### src/rtl/fpu_xfer_pkg.sv
// Shared types and constants for the FPU block-transfer sequencer (VLDM/VSTM).
// Optional feature macro used by the top: FPU_XFER_WBADDR_EN.
package fpu_xfer_pkg;

    typedef enum logic [2:0] {
        IDLE = 3'd0,
        RDRF = 3'd1,
        MEM  = 3'd2,
        WBRF = 3'd3,
        FIN  = 3'd4
    } xfer_state_t;

    localparam int XFER_STRIDE = 4;
    localparam int EL_W        = 5;

    // Single elements name a whole register; half elements pack {reg, half-select}.
    function automatic logic [3:0] el_reg(input logic [EL_W-1:0] el, input logic single);
        return single ? el[3:0] : el[4:1];
    endfunction

    function automatic logic el_half(input logic [EL_W-1:0] el, input logic single);
        return single ? 1'b0 : el[0];
    endfunction

endpackage

### src/rtl/fpu_xfer_elem_ctr.sv
// Element/address/count tracker for one block transfer; loaded at launch, stepped per element.
module fpu_xfer_elem_ctr
    import fpu_xfer_pkg::*;
#(
    parameter int ADDR_W = 32
) (
    input  logic              clk,
    input  logic              reset,
    input  logic              load_init,
    input  logic              advance,
    input  logic              single,
    input  logic [EL_W-1:0]   first_el,
    input  logic [EL_W-1:0]   count,
    input  logic [ADDR_W-1:0] base,
    output logic [EL_W-1:0]   el,
    output logic [ADDR_W-1:0] addr,
    output logic              last
);

    logic [EL_W-1:0] remaining;
    logic            single_q;

    // Single mode keeps the index in the low nibble so it wraps 15 -> 0.
    always_ff @(posedge clk) begin
        if (reset) begin
            el        <= '0;
            addr      <= '0;
            remaining <= '0;
            single_q  <= 1'b0;
        end else if (load_init) begin
            el        <= single ? {1'b0, first_el[3:0]} : first_el;
            addr      <= base;
            remaining <= count;
            single_q  <= single;
        end else if (advance) begin
            el        <= single_q ? {1'b0, el[3:0] + 4'd1} : el + EL_W'(1);
            addr      <= addr + ADDR_W'(XFER_STRIDE);
            remaining <= remaining - EL_W'(1);
        end
    end

    assign last = (remaining == EL_W'(1));

endmodule

### src/rtl/fpu_xfer_seq.sv
// VLDM/VSTM block-transfer sequencer between data memory and the FPU register file.
// Define FPU_XFER_WBADDR_EN to add the base-register writeback address outputs.
module fpu_xfer_seq
    import fpu_xfer_pkg::*;
#(
    parameter int ADDR_W = 32
) (
    input  logic              clk,
    input  logic              reset,
    input  logic              start,
    input  logic              load,
    input  logic              single,
    input  logic [4:0]        first_el,
    input  logic [4:0]        count,
    input  logic [ADDR_W-1:0] base,
    output logic              busy,
    output logic              done,
    output logic [3:0]        rf_ra1,
    output logic              rf_A1,
    input  logic [31:0]       rf_rd1,
    output logic              rf_we3,
    output logic [3:0]        rf_wa3,
    output logic              rf_A3,
    output logic [31:0]       rf_wd3,
    output logic              rf_single,
    output logic              mem_req,
    output logic              mem_we,
    output logic [ADDR_W-1:0] mem_addr,
    output logic [31:0]       mem_wdata,
    input  logic [31:0]       mem_rdata,
`ifdef FPU_XFER_WBADDR_EN
    output logic [ADDR_W-1:0] wb_addr,
    output logic              wb_addr_vld,
`endif
    input  logic              mem_ack
);

    xfer_state_t       state;
    xfer_state_t       next_state;
    logic              load_q;
    logic              single_q;
    logic [31:0]       data_q;
    logic              load_init;
    logic              advance;
    logic [EL_W-1:0]   el;
    logic [ADDR_W-1:0] addr;
    logic              last;

    fpu_xfer_elem_ctr #(
        .ADDR_W(ADDR_W)
    ) u_elem_ctr (
        .clk      (clk),
        .reset    (reset),
        .load_init(load_init),
        .advance  (advance),
        .single   (single),
        .first_el (first_el),
        .count    (count),
        .base     (base),
        .el       (el),
        .addr     (addr),
        .last     (last)
    );

    // data_q is shared: store data read from the RF, or load data returned by memory.
    always_ff @(posedge clk) begin
        if (reset) begin
            state    <= IDLE;
            load_q   <= 1'b0;
            single_q <= 1'b0;
            data_q   <= '0;
        end else begin
            state <= next_state;
            if (state == IDLE && start) begin
                load_q   <= load;
                single_q <= single;
            end
            if (state == RDRF) begin
                data_q <= single_q ? rf_rd1 : {16'b0, rf_rd1[15:0]};
            end
            if (state == MEM && mem_ack && load_q) begin
                data_q <= mem_rdata;
            end
        end
    end

    always_comb begin
        next_state = state;
        load_init  = 1'b0;
        advance    = 1'b0;
        busy       = (state != IDLE);
        done       = 1'b0;
        rf_ra1     = '0;
        rf_A1      = 1'b0;
        rf_we3     = 1'b0;
        rf_wa3     = '0;
        rf_A3      = 1'b0;
        rf_wd3     = '0;
        mem_req    = 1'b0;
        mem_we     = 1'b0;
        mem_addr   = '0;
        mem_wdata  = '0;

        case (state)
            IDLE: begin
                if (start) begin
                    load_init = 1'b1;
                    if (count == '0) begin
                        next_state = FIN;
                    end else if (load) begin
                        next_state = MEM;
                    end else begin
                        next_state = RDRF;
                    end
                end
            end
            RDRF: begin
                rf_ra1     = el_reg(el, single_q);
                rf_A1      = el_half(el, single_q);
                next_state = MEM;
            end
            MEM: begin
                mem_req   = 1'b1;
                mem_we    = !load_q;
                mem_addr  = addr;
                mem_wdata = data_q;
                if (mem_ack) begin
                    if (load_q) begin
                        next_state = WBRF;
                    end else begin
                        advance    = 1'b1;
                        next_state = last ? FIN : RDRF;
                    end
                end
            end
            WBRF: begin
                rf_we3     = 1'b1;
                rf_wa3     = el_reg(el, single_q);
                rf_A3      = el_half(el, single_q);
                rf_wd3     = single_q ? data_q : {16'b0, data_q[15:0]};
                advance    = 1'b1;
                next_state = last ? FIN : MEM;
            end
            FIN: begin
                done       = 1'b1;
                next_state = IDLE;
            end
            default: begin
                next_state = IDLE;
            end
        endcase
    end

    assign rf_single = single_q;

`ifdef FPU_XFER_WBADDR_EN
    // After the final advance the running address already equals base + 4*count.
    assign wb_addr     = (state == FIN) ? addr : '0;
    assign wb_addr_vld = (state == FIN);
`endif

endmodule

### config.mk
export PLATFORM = sky130hd
export DESIGN_NAME = fpu_xfer_seq
export DESIGN_NICKNAME = d
export VERILOG_FILES = /design/src/rtl/fpu_xfer_pkg.sv /design/src/rtl/fpu_xfer_elem_ctr.sv /design/src/rtl/fpu_xfer_seq.sv
export SDC_FILE = /design/constraint.sdc
export NUM_CORES = 1
export LEC_CHECK = 0
export ABC_AREA = 1
export ABC_CLOCK_PERIOD_IN_PS = 4900
export CAP_MARGIN = 20
export CORE_MARGIN = 1
export CORE_UTILIZATION = 30
export CTS_CLUSTER_SIZE = 20
export DETAILED_ROUTE_END_ITERATION = 8
export PLACE_DENSITY = 0.65
export SLEW_MARGIN = 30
export SYNTH_ARGS = -nofsm -noshare
export SYNTH_HDL_FRONTEND = slang
export SYNTH_HIERARCHICAL = 1
export SYNTH_SLANG_ARGS = --single-unit
### constraint.sdc
create_clock -name clk -period 4.9 [get_ports clk]
set_input_delay 0.98 -clock clk [delete_from_list [all_inputs] [get_ports clk]]
set_output_delay 0.98 -clock clk [all_outputs]
set_load 0.02 [all_outputs]
==> metrics.txt, run 1 <==
cts bufs inserted=9; Synth Cell Area=5610 um2; largest area contributor in the netlist=dfxtp_1; DRC=7; biggest cell delay along the critical path=680 ps; top flop regs=data_q x32, u_elem_ctr/addr x32; vias in the first global route=5869; Post-CTS Setup Inserts=0; switching share of total power=33.4%; top-area cell type share of the netlist area=28.5%; Slew headroom=44.3%; Slew Viols, Final=0; switching pwr=0.715 mW; Worst EP required=3920 ps; die height=139 um; register area share after synthesis=28.5%; routability cong.=0.858; PostCTS Resize Cnt=0; critical path capture point type=output port; synth top area cells=dfxtp_1, nand2_1, nor2_1; Clk pwr share=33.7%; failing checks=design-rule violations; Achievable Freq=271 MHz; initial DRC count=400; I/O Buffers=223; vias per inst=4.71; maximum VDD drop=178 uV; Fillers=1967; hold_buf cts=0; Post-Synth Simple-Gate Area=44.1%; clk slew on worst S/H paths=60 ps; critical path peak fanout=25; dpl hpwl=14.4 mm; Tot GR Track Use=20.2%; ant diodes=0; grt total ovfl=0; Period minus WS final=3690 ps; Main synth FF type=dfxtp_1; Antenna Nets Post-Route=0; PwrDens=260 nW/um2; Final period util=75.3%; DIE WIDTH=139 um; die outline area=19300 um2; outcome=complete, but fails checks; Nets=1228; Fin Clk Skew=9.20 ps; # IOs=224; largest net degree at the start of global routing=71; CTS H-tree lvls=3; maxcap violations=0; Logic pwr share=29.2%; routed vias=6333; final hold vios=0; main combinational cell family by area after synthesis=simple AND/OR/NAND/NOR gates; Syn Inst Count=924; clock root buffer=clkbuf_16; clock sinks=80; Worst path slowest cell=clkdlybuf4s50_1; Flop pwr share=37.1%; Initial Util=30.9%; asr flop ratio synth=0%; routed wire length=19.8 mm; critical path launch point type=flop; adder-cell share of the synthesized area=0.892%; P_leak=3.10 nW; RSZ-0062 raised after global routing=no; num rows=49; Setup TNS Final=0 ps; Pint=1.42 mW; worst slew pin tran=836 ps; fin util=45.4%; DR WL/cell=14.7 um; Post-synth EDFFs=0; Post-Synth XOR/XNOR Area=1.56%; Core Footprint=18100 um2; Syn Area/Cell=6.07 um2; Worst-Skew Late Latency=340 ps; fraction of layout cells with a size suffix above 1=5.46%; Compound-Gate Fraction of Synth Area=11.6%; CP cell instances=buf_4, clkinv_1, nor3_1, clkdlybuf4s50_1; CTS tree=built; synthesis-to-layout area growth=46.9%; drt pass-1 iters=7; post-synthesis mux area share=0.178%; first-pass GRT wire length=31.0 mm; critical path data arrival time=2710 ps; CTS max path bufs=2; synth unique cells=36; final setup vio count=0; Synth Register Bits=80; critical path class=flop to output port; YS warnings=6; worst hold path type=flop to flop; Mapped Nets=1040; initial antenna violation count=1
==> placed cells by master, fill, tap and decap left out, drive strengths merged <==
master,netlist,layout
bufinv,0,1
nand2,224,224
xor2,7,7
a21oi,60,60
nand3,95,95
nor2,154,154
mux2i,1,1
and2,2,2
o21ai,18,18
o211ai,2,2
ha,4,4
nand3b,36,36
o31ai,1,1
nor3,20,20
a22oi,19,19
clkinv,1,2
xnor2,3,3
inv,124,124
o21bai,2,2
clkbuf,22,14
dfxtp,80,80
or2,4,4
buf,33,10
clkdlybuf4s50,0,222
a31oi,12,12
==> critical path, delay by kind of cell, from the launching register on <==
family	cells	cell delay (ps)
buf+inv	3	1550
simple gates	1	510
flops	1	300
==> metal layers <==
metal / routed length (um) / track usage, % / part of all wire, %
met1: 9110 / 26.3 / 46
met2: 9480 / 34.4 / 48
met3: 848 / 3.49 / 4.3
met4: 320 / 5.44 / 1.6
met5: 0 / 0 / 0
==> power by group through the flow <==
stage	Sequential (mW)	Combinational, mW	Clock (mW)
2_1_floorplan	0.785	0.403	0
3_3_place_gp	0.808	0.622	0
3_5_place_dp	0.808	0.626	0
4_1_cts	0.794	0.629	0.741
5_1_grt	0.805	0.694	0.761
6_report	0.794	0.625	0.721
==> synthesized netlist by cell type (6+ instances only) <==
| cell type | n |
|---|---|
| nand2_1 | 215 |
| nor2_1 | 137 |
| inv_1 | 119 |
| nand3_1 | 94 |
| dfxtp_1 | 80 |
| a21oi_1 | 59 |
| nand3b_1 | 36 |
| buf_2 | 23 |
| clkbuf_1 | 21 |
| nor3_1 | 20 |
| a22oi_1 | 19 |
| o21ai_0 | 18 |
| a31oi_1 | 12 |
| nor2_4 | 10 |
| xor2_1 | 7 |
| buf_1 | 6 |
| nand2_2 | 6 |
==> final timing paths <==
kind	from	cells after the start	slack (ps)	to
setup / recovery	rf_single	4	1210	rf_wd3[30]
hold / removal	data_q[26]	2	480	data_q[26]
hold reg to reg	data_q[26]	2	480	data_q[26]
setup reg to reg	state[1]	7	1980	u_elem_ctr/remaining[2]
==> layout make-up <==
type	count	area, um2	share of cell area [%]
clock buffer	14	284	3.45
multi-input combinational	664	3270	39.7
clock inverter	2	35.0	0.425
sequential	80	1600	19.4
tap	229	287	3.48
timing repair buffer	232	2300	27.9
inverter	125	469	5.69
==> cells by family after synthesis <==
logic type               count (synthesis)
AO/OA/AOI/OAI                          114
XOR/XNOR                                10
adder cells (fa/ha/maj)                  4
buffers and inverters                  180
flip-flops                              80
multiplexers                             1
AND/OR/NAND/NOR                        535
==> metrics by stage <==
| stage | total power, mW | worst slack (ps) | hold WS (ps) | std cells | instance area (um2) |
|---|---|---|---|---|---|
| global route | 2.26 | 1050 | 499 | 1346 | 8240 |
| detailed placement | 1.43 | 1630 | 476 | 1330 | 7920 |
| global placement | 1.43 | 1500 | 472 | 1330 | 7920 |
| CTS | 2.16 | 1230 | 484 | 1346 | 8240 |
| floorplan | 1.19 | 2320 | 461 | 924 | 5610 |
| finish | 2.14 | 1210 | 483 | 1346 | 8240 |
No activity file was read; power rests on OpenSTA's default activity.
==> inputs of run 2 (changes only) <==
- ABC_CLOCK_PERIOD_IN_PS: 4900 -> 3700
- clock period: 4.9 -> 3.7 ns (I/O delays scaled with it)
==> run 2 against run 1 <==
- the run still ends with design-rule violations left
- worst hold slack got worse by 23 ps
- final cell count up 0.52%
- clock power rose by 18%
- non-clock buffer count rose by 7
- first-iteration DRC count fell by 3.8%
- highest routed layer unchanged
- wire length decreased by 1.0%
- count of clock-buffer cells in the layout fell by 4
- core utilization is 0.15 points higher
==> metrics.txt, run 2 (same netlist as run 1, synthesis figures left out) <==
reg2reg setup slack=920 ps (-1060 ps); critical path depth=7 (+3); Worst Setup EP=rf_wd3[30]; Setup TNS Final=0 ps (unchanged); Clk pwr share=30.8% (-2.9 points); # IOs=224 (unchanged); routability cong.=0.853 (-0.61%); biggest cell delay along the critical path=680 ps (about the same); critical path launch point type=flop; initial antenna violation count=0 (-1); Final period util=84.0%; CTS H-tree lvls=3 (unchanged); CTS tree=built; I/O Buffers=223 (unchanged); initial DRC count=385 (-3.8%); switching share of total power=35.3% (+1.8 points); largest net degree at the start of global routing=65 (-8.5%); num rows=49 (unchanged); synthesis-to-layout area growth=47.4%; vias per inst=4.69 (-0.31%); P_leak=3.10 nW (about the same); clk slew on worst S/H paths=60 ps (about the same); dpl hpwl=14.6 mm (+1.4%); Slew Viols, Final=0 (unchanged); critical path data arrival time=2370 ps (-340 ps); maximum VDD drop=222 uV (+24%); RR Endpoint=u_elem_ctr/addr[24]; Period minus WS final=3110 ps; Logic pwr share=31.0% (+1.8 points); ant diodes=0 (unchanged); RR Startpoint=state[1]; CP cell instances=inv_2, nand2_1, inv_1, nand2_1, buf_4, nor3_1, clkdlybuf4s50_1; clock root buffer=clkbuf_16; die outline area=19300 um2 (unchanged); maxcap violations=0 (unchanged); cts bufs inserted=9 (unchanged); failing checks=design-rule violations; final setup vio count=0 (unchanged); RSZ-0062 raised after global routing=no; Buf+Inv Stages, Crit Path=4 (+1); vias in the first global route=5747 (-2.1%); critical path class=flop to output port; Worst EP required=2960 ps (-960 ps); hold_sp=rf_single; commonest cells after routing, fill and taps aside=clkdlybuf4s50_1, nand2_1, nor2_1; Slew headroom=55.4% (+11 points); drt pass-1 iters=7 (unchanged); DR WL/cell=14.5 um (-1.5%); worst hold path type=flop to flop; DRC=7 (unchanged); fraction of layout cells with a size suffix above 1=6.05% (+0.59 points); final hold vios=0 (unchanged); routed vias=6346 (+0.21%); Most Frequent Cell on Critical Path=nand2_1; Worst-Skew Late Latency=340 ps (about the same); critical path capture point type=output port; critical path peak fanout=38 (+52%); Worst path slowest cell=clkdlybuf4s50_1; top flop regs=data_q x32, u_elem_ctr/addr x32; hold_buf cts=0 (unchanged); Pint=1.78 mW (+25%); switching pwr=0.970 mW (+36%); die height=139 um (unchanged); most common cell after layout, fill and taps aside=clkdlybuf4s50_1; outcome=complete, but fails checks; clock sinks=80 (unchanged); Initial Util=30.9% (unchanged); cell family with most CP delay=buffers and inverters; total power=2.75 mW (+29%); Nets=1235 (+0.57%); Flop pwr share=38.2% (+1.1 points); worst-case reg-to-reg path depth=8 (+1); Achievable Freq=322 MHz; CTS max path bufs=2 (unchanged); grt total ovfl=0 (unchanged); worst slew pin tran=668 ps (-167 ps); first-pass GRT wire length=31.1 mm (+0.31%); worst setup path startpoint=state[2]; Post-CTS Setup Inserts=0 (unchanged); PwrDens=333 nW/um2 (+28%); DIE WIDTH=139 um (unchanged); Fin Clk Skew=7.79 ps (-1.41 ps); Antenna Nets Post-Route=0 (unchanged); PostCTS Resize Cnt=0 (unchanged); Core Footprint=18100 um2 (unchanged); Tot GR Track Use=20.2% (-0.065 points); routed wire length=19.6 mm (-1.0%)
[run 2: per-layer routing]
| layer | share of wire [%] | vias to the layer above | wire (um) | track usage (%) |
|---|---|---|---|---|
| met3 | 3.9 | 14 | 755 | 2.87 |
| li1 | - | 3310 | - | - |
| met5 | 0 | - | 0 | 0 |
| met1 | 45 | 2863 | 8860 | 26.7 |
| met2 | 50 | 159 | 9710 | 34.4 |
| met4 | 1.2 | 0 | 228 | 4.80 |
[run 2: layout make-up]
cell class / instances / area [um2]
clock buffer: 10 / 239
clock inverter: 6 / 45.0
fill: 1950 / 9880
inverter: 125 / 469
multi-input combinational: 664 / 3270
sequential: 80 / 1600
tap: 229 / 287
timing repair buffer: 239 / 2360
[run 2: tightest hold or removal path, cell delays in order (launching register included)]
cell and delay [ps]:
dfxtp_1 310, clkinv_1 50, a21oi_1 50
[run 2: worst min path at each step]
stage | slack [ps] | endpoint | cells after the start
floorplan | 460 | data_q[29] | 2
global route | 490 | rf_single | 2
finish | 460 | rf_single | 2
global placement | 460 | rf_single | 2
CTS | 460 | rf_single | 2
detailed placement | 450 | rf_single | 2
[run 2: per-stage QoR]
stage | cells | hold slack [ps] | util, % | cell area [um2] | setup WS [ps]
2_1_floorplan | 924 | 461 | - | 5610 | 1360
5_1_grt | 1353 | 485 | 45.6 | 8270 | 451
6_report | 1353 | 459 | 45.6 | 8270 | 591
3_5_place_dp | 1337 | 454 | 44.0 | 7990 | 892
3_3_place_gp | 1337 | 462 | 44.0 | 7990 | 965
4_1_cts | 1353 | 463 | 45.6 | 8270 | 573
[run 2: power groups by stage]
stage / sequential (mW) / clock (mW) / combinational (mW)
after floorplan: 1.04 / 0 / 0.533
after detailed placement: 1.07 / 0 / 0.854
final: 1.05 / 0.848 / 0.852
after global routing: 1.07 / 0.907 / 0.946
after CTS: 1.05 / 0.879 / 0.859
after global placement: 1.07 / 0 / 0.850
==> inputs of run 3 (changes only) <==
- ABC_CLOCK_PERIOD_IN_PS: 3700 -> 3100
- clock period: 3.7 -> 3.1 ns (I/O delays scaled with it)
==> run 3 against run 2 <==
- the run still ends with design-rule violations left
- via count increased by 2.6%
- core utilization increased by 0.43 points
- die area unchanged
- first-iteration DRC count increased by 25%
- global-route usage increased by 0.30 points
- design area increased by 0.94%
- combinational power increased by 20%
- critical endpoint is now mem_wdata[22]
==> metrics.txt, run 3 (same netlist as run 1, synthesis figures left out) <==
Tot GR Track Use=20.4% (+0.30 points); final setup vio count=0 (unchanged); initial DRC count=482 (+25%); grt total ovfl=0 (unchanged); clock root buffer=clkbuf_16; PwrDens=423 nW/um2 (+27%); outcome=complete, but fails checks; failing checks=design-rule violations; ant diodes=0 (unchanged); maximum VDD drop=268 uV (+21%); critical path capture point type=output port; I/O Buffers=223 (unchanged); Setup TNS Final=0 ps (unchanged); Post-Place Cell Area=8000 um2 (+0.16%); CTS H-tree lvls=3 (unchanged); Period minus WS final=2930 ps; Worst path slowest cell=clkdlybuf4s50_1; vias in the first global route=5902 (+2.7%); Worst EP required=2480 ps (-480 ps); commonest cells after routing, fill and taps aside=clkdlybuf4s50_1, nand2_1, nor2_1; clk slew on worst S/H paths=70 ps (about the same); routed vias=6512 (+2.6%); vias per inst=4.81 (+2.6%); switching pwr=1.18 mW (+21%); DR WL/cell=14.7 um (+1.9%); RSZ-0062 raised after global routing=no; routability cong.=0.906 (+6.2%); Fin Clk Skew=7.82 ps (+0.0355 ps); clock sinks=80 (unchanged); P_leak=3.14 nW (+1.4%); Flop pwr share=35.7% (-2.5 points); worst hold path type=flop to flop; DRC=7 (unchanged); final hold vios=0 (unchanged); critical path launch point type=flop; fraction of layout cells with a size suffix above 1=6.14% (+0.089 points); routed wire length=19.9 mm (+1.9%); Final Cell Area=8350 um2 (+0.94%); Achievable Freq=341 MHz; CTS max path bufs=2 (unchanged); cts bufs inserted=9 (unchanged); CP cell instances=nand3_4, buf_4, nor2_1, clkdlybuf4s50_1; Final period util=94.5%; initial antenna violation count=0 (unchanged); Pint=2.35 mW (+32%); # IOs=224 (unchanged); total power=3.53 mW (+28%); Slew headroom=56.2% (+0.74 points); Clk pwr share=35.5% (+4.7 points); fin util=46.0% (+0.43 points); die height=139 um (unchanged); top flop regs=data_q x32, u_elem_ctr/addr x32; dpl hpwl=14.9 mm (+2.4%); critical path data arrival time=2310 ps (-60 ps); Initial Util=30.9% (unchanged); Logic pwr share=28.8% (-2.2 points); DIE WIDTH=139 um (unchanged); Post-CTS Setup Inserts=0 (unchanged); num rows=49 (unchanged); drt pass-1 iters=7 (unchanged); critical path peak fanout=26 (-32%); biggest cell delay along the critical path=640 ps (-40 ps); Slew Viols, Final=0 (unchanged); Antenna Nets Post-Route=0 (unchanged); worst slew pin tran=657 ps (-11.1 ps); largest net degree at the start of global routing=65 (unchanged); maxcap violations=0 (unchanged); switching share of total power=33.4% (-1.9 points); most common cell after layout, fill and taps aside=clkdlybuf4s50_1; Nets=1235 (unchanged); hold_buf cts=0 (unchanged); critical path class=flop to output port; CTS tree=built; synthesis-to-layout area growth=48.8%; Worst-Skew Late Latency=350 ps (about the same); die outline area=19300 um2 (unchanged); first-pass GRT wire length=31.4 mm (+0.98%); Core Footprint=18100 um2 (unchanged)
-- run 3: changes by cell type in the layout (fill, tap and decap cells not counted), sizes merged --
cell / change
clkinv: +1
inv: +1
clkbuf: -1
clkinvlp: -4
bufinv: +3
-- run 3: power groups by stage --
stage          Clock (mW)  Sequential, mW  Combinational [mW]
6_report             1.25            1.26                1.02
5_1_grt              1.33            1.28                1.12
3_5_place_dp            0            1.28                1.02
4_1_cts              1.27            1.26                1.02
2_1_floorplan           0            1.24               0.636
3_3_place_gp            0            1.28                1.01
-- run 3: worst max-delay path: cells and delay by family, from the launching register on --
family | cells | cell delay [ps]
buf+inv | 2 | 990
flops | 1 | 500
simple gates | 2 | 460
-- run 3: final timing paths --
path	start	to	slack (ps)	cells past startpoint
min	data_q[30]	data_q[30]	480	2
max	state[1]	mem_wdata[22]	170	4
min reg2reg	data_q[30]	data_q[30]	480	2
max reg2reg	state[1]	u_elem_ctr/addr[26]	700	8
-- run 3: metrics by stage --
step,cells,hold WS [ps],worst slack [ps]
6_report,1353,484,169
5_1_grt,1353,498,6.14
3_5_place_dp,1337,476,437
4_1_cts,1353,485,76.0
3_3_place_gp,1337,473,477
2_1_floorplan,924,461,882
-- run 3: layout make-up --
| cell class | instances | area [um2] |
|---|---|---|
| clock inverters | 7 | 119 |
| inverters | 125 | 469 |
| repair buffers | 239 | 2370 |
| well taps | 229 | 287 |
| flip-flops and latches | 80 | 1600 |
| fillers | 1904 | 9800 |
| clock buffers | 9 | 225 |
| multi-input cells | 664 | 3270 |
-- run 3: per-layer routing --
layer	part of all wire [%]	routed length, um	track usage (%)
met5	0	0	0
met4	0.97	194	3.74
met3	5.0	995	4.25
met2	49	9800	35.2
met1	45	8930	26.5
-- run 3: repair_timing --
item / CTS / global route
setup endpoints to repair: 0 / 1
resized for setup: 0 / 1
endpoints found under the hold margin: 0 / 0
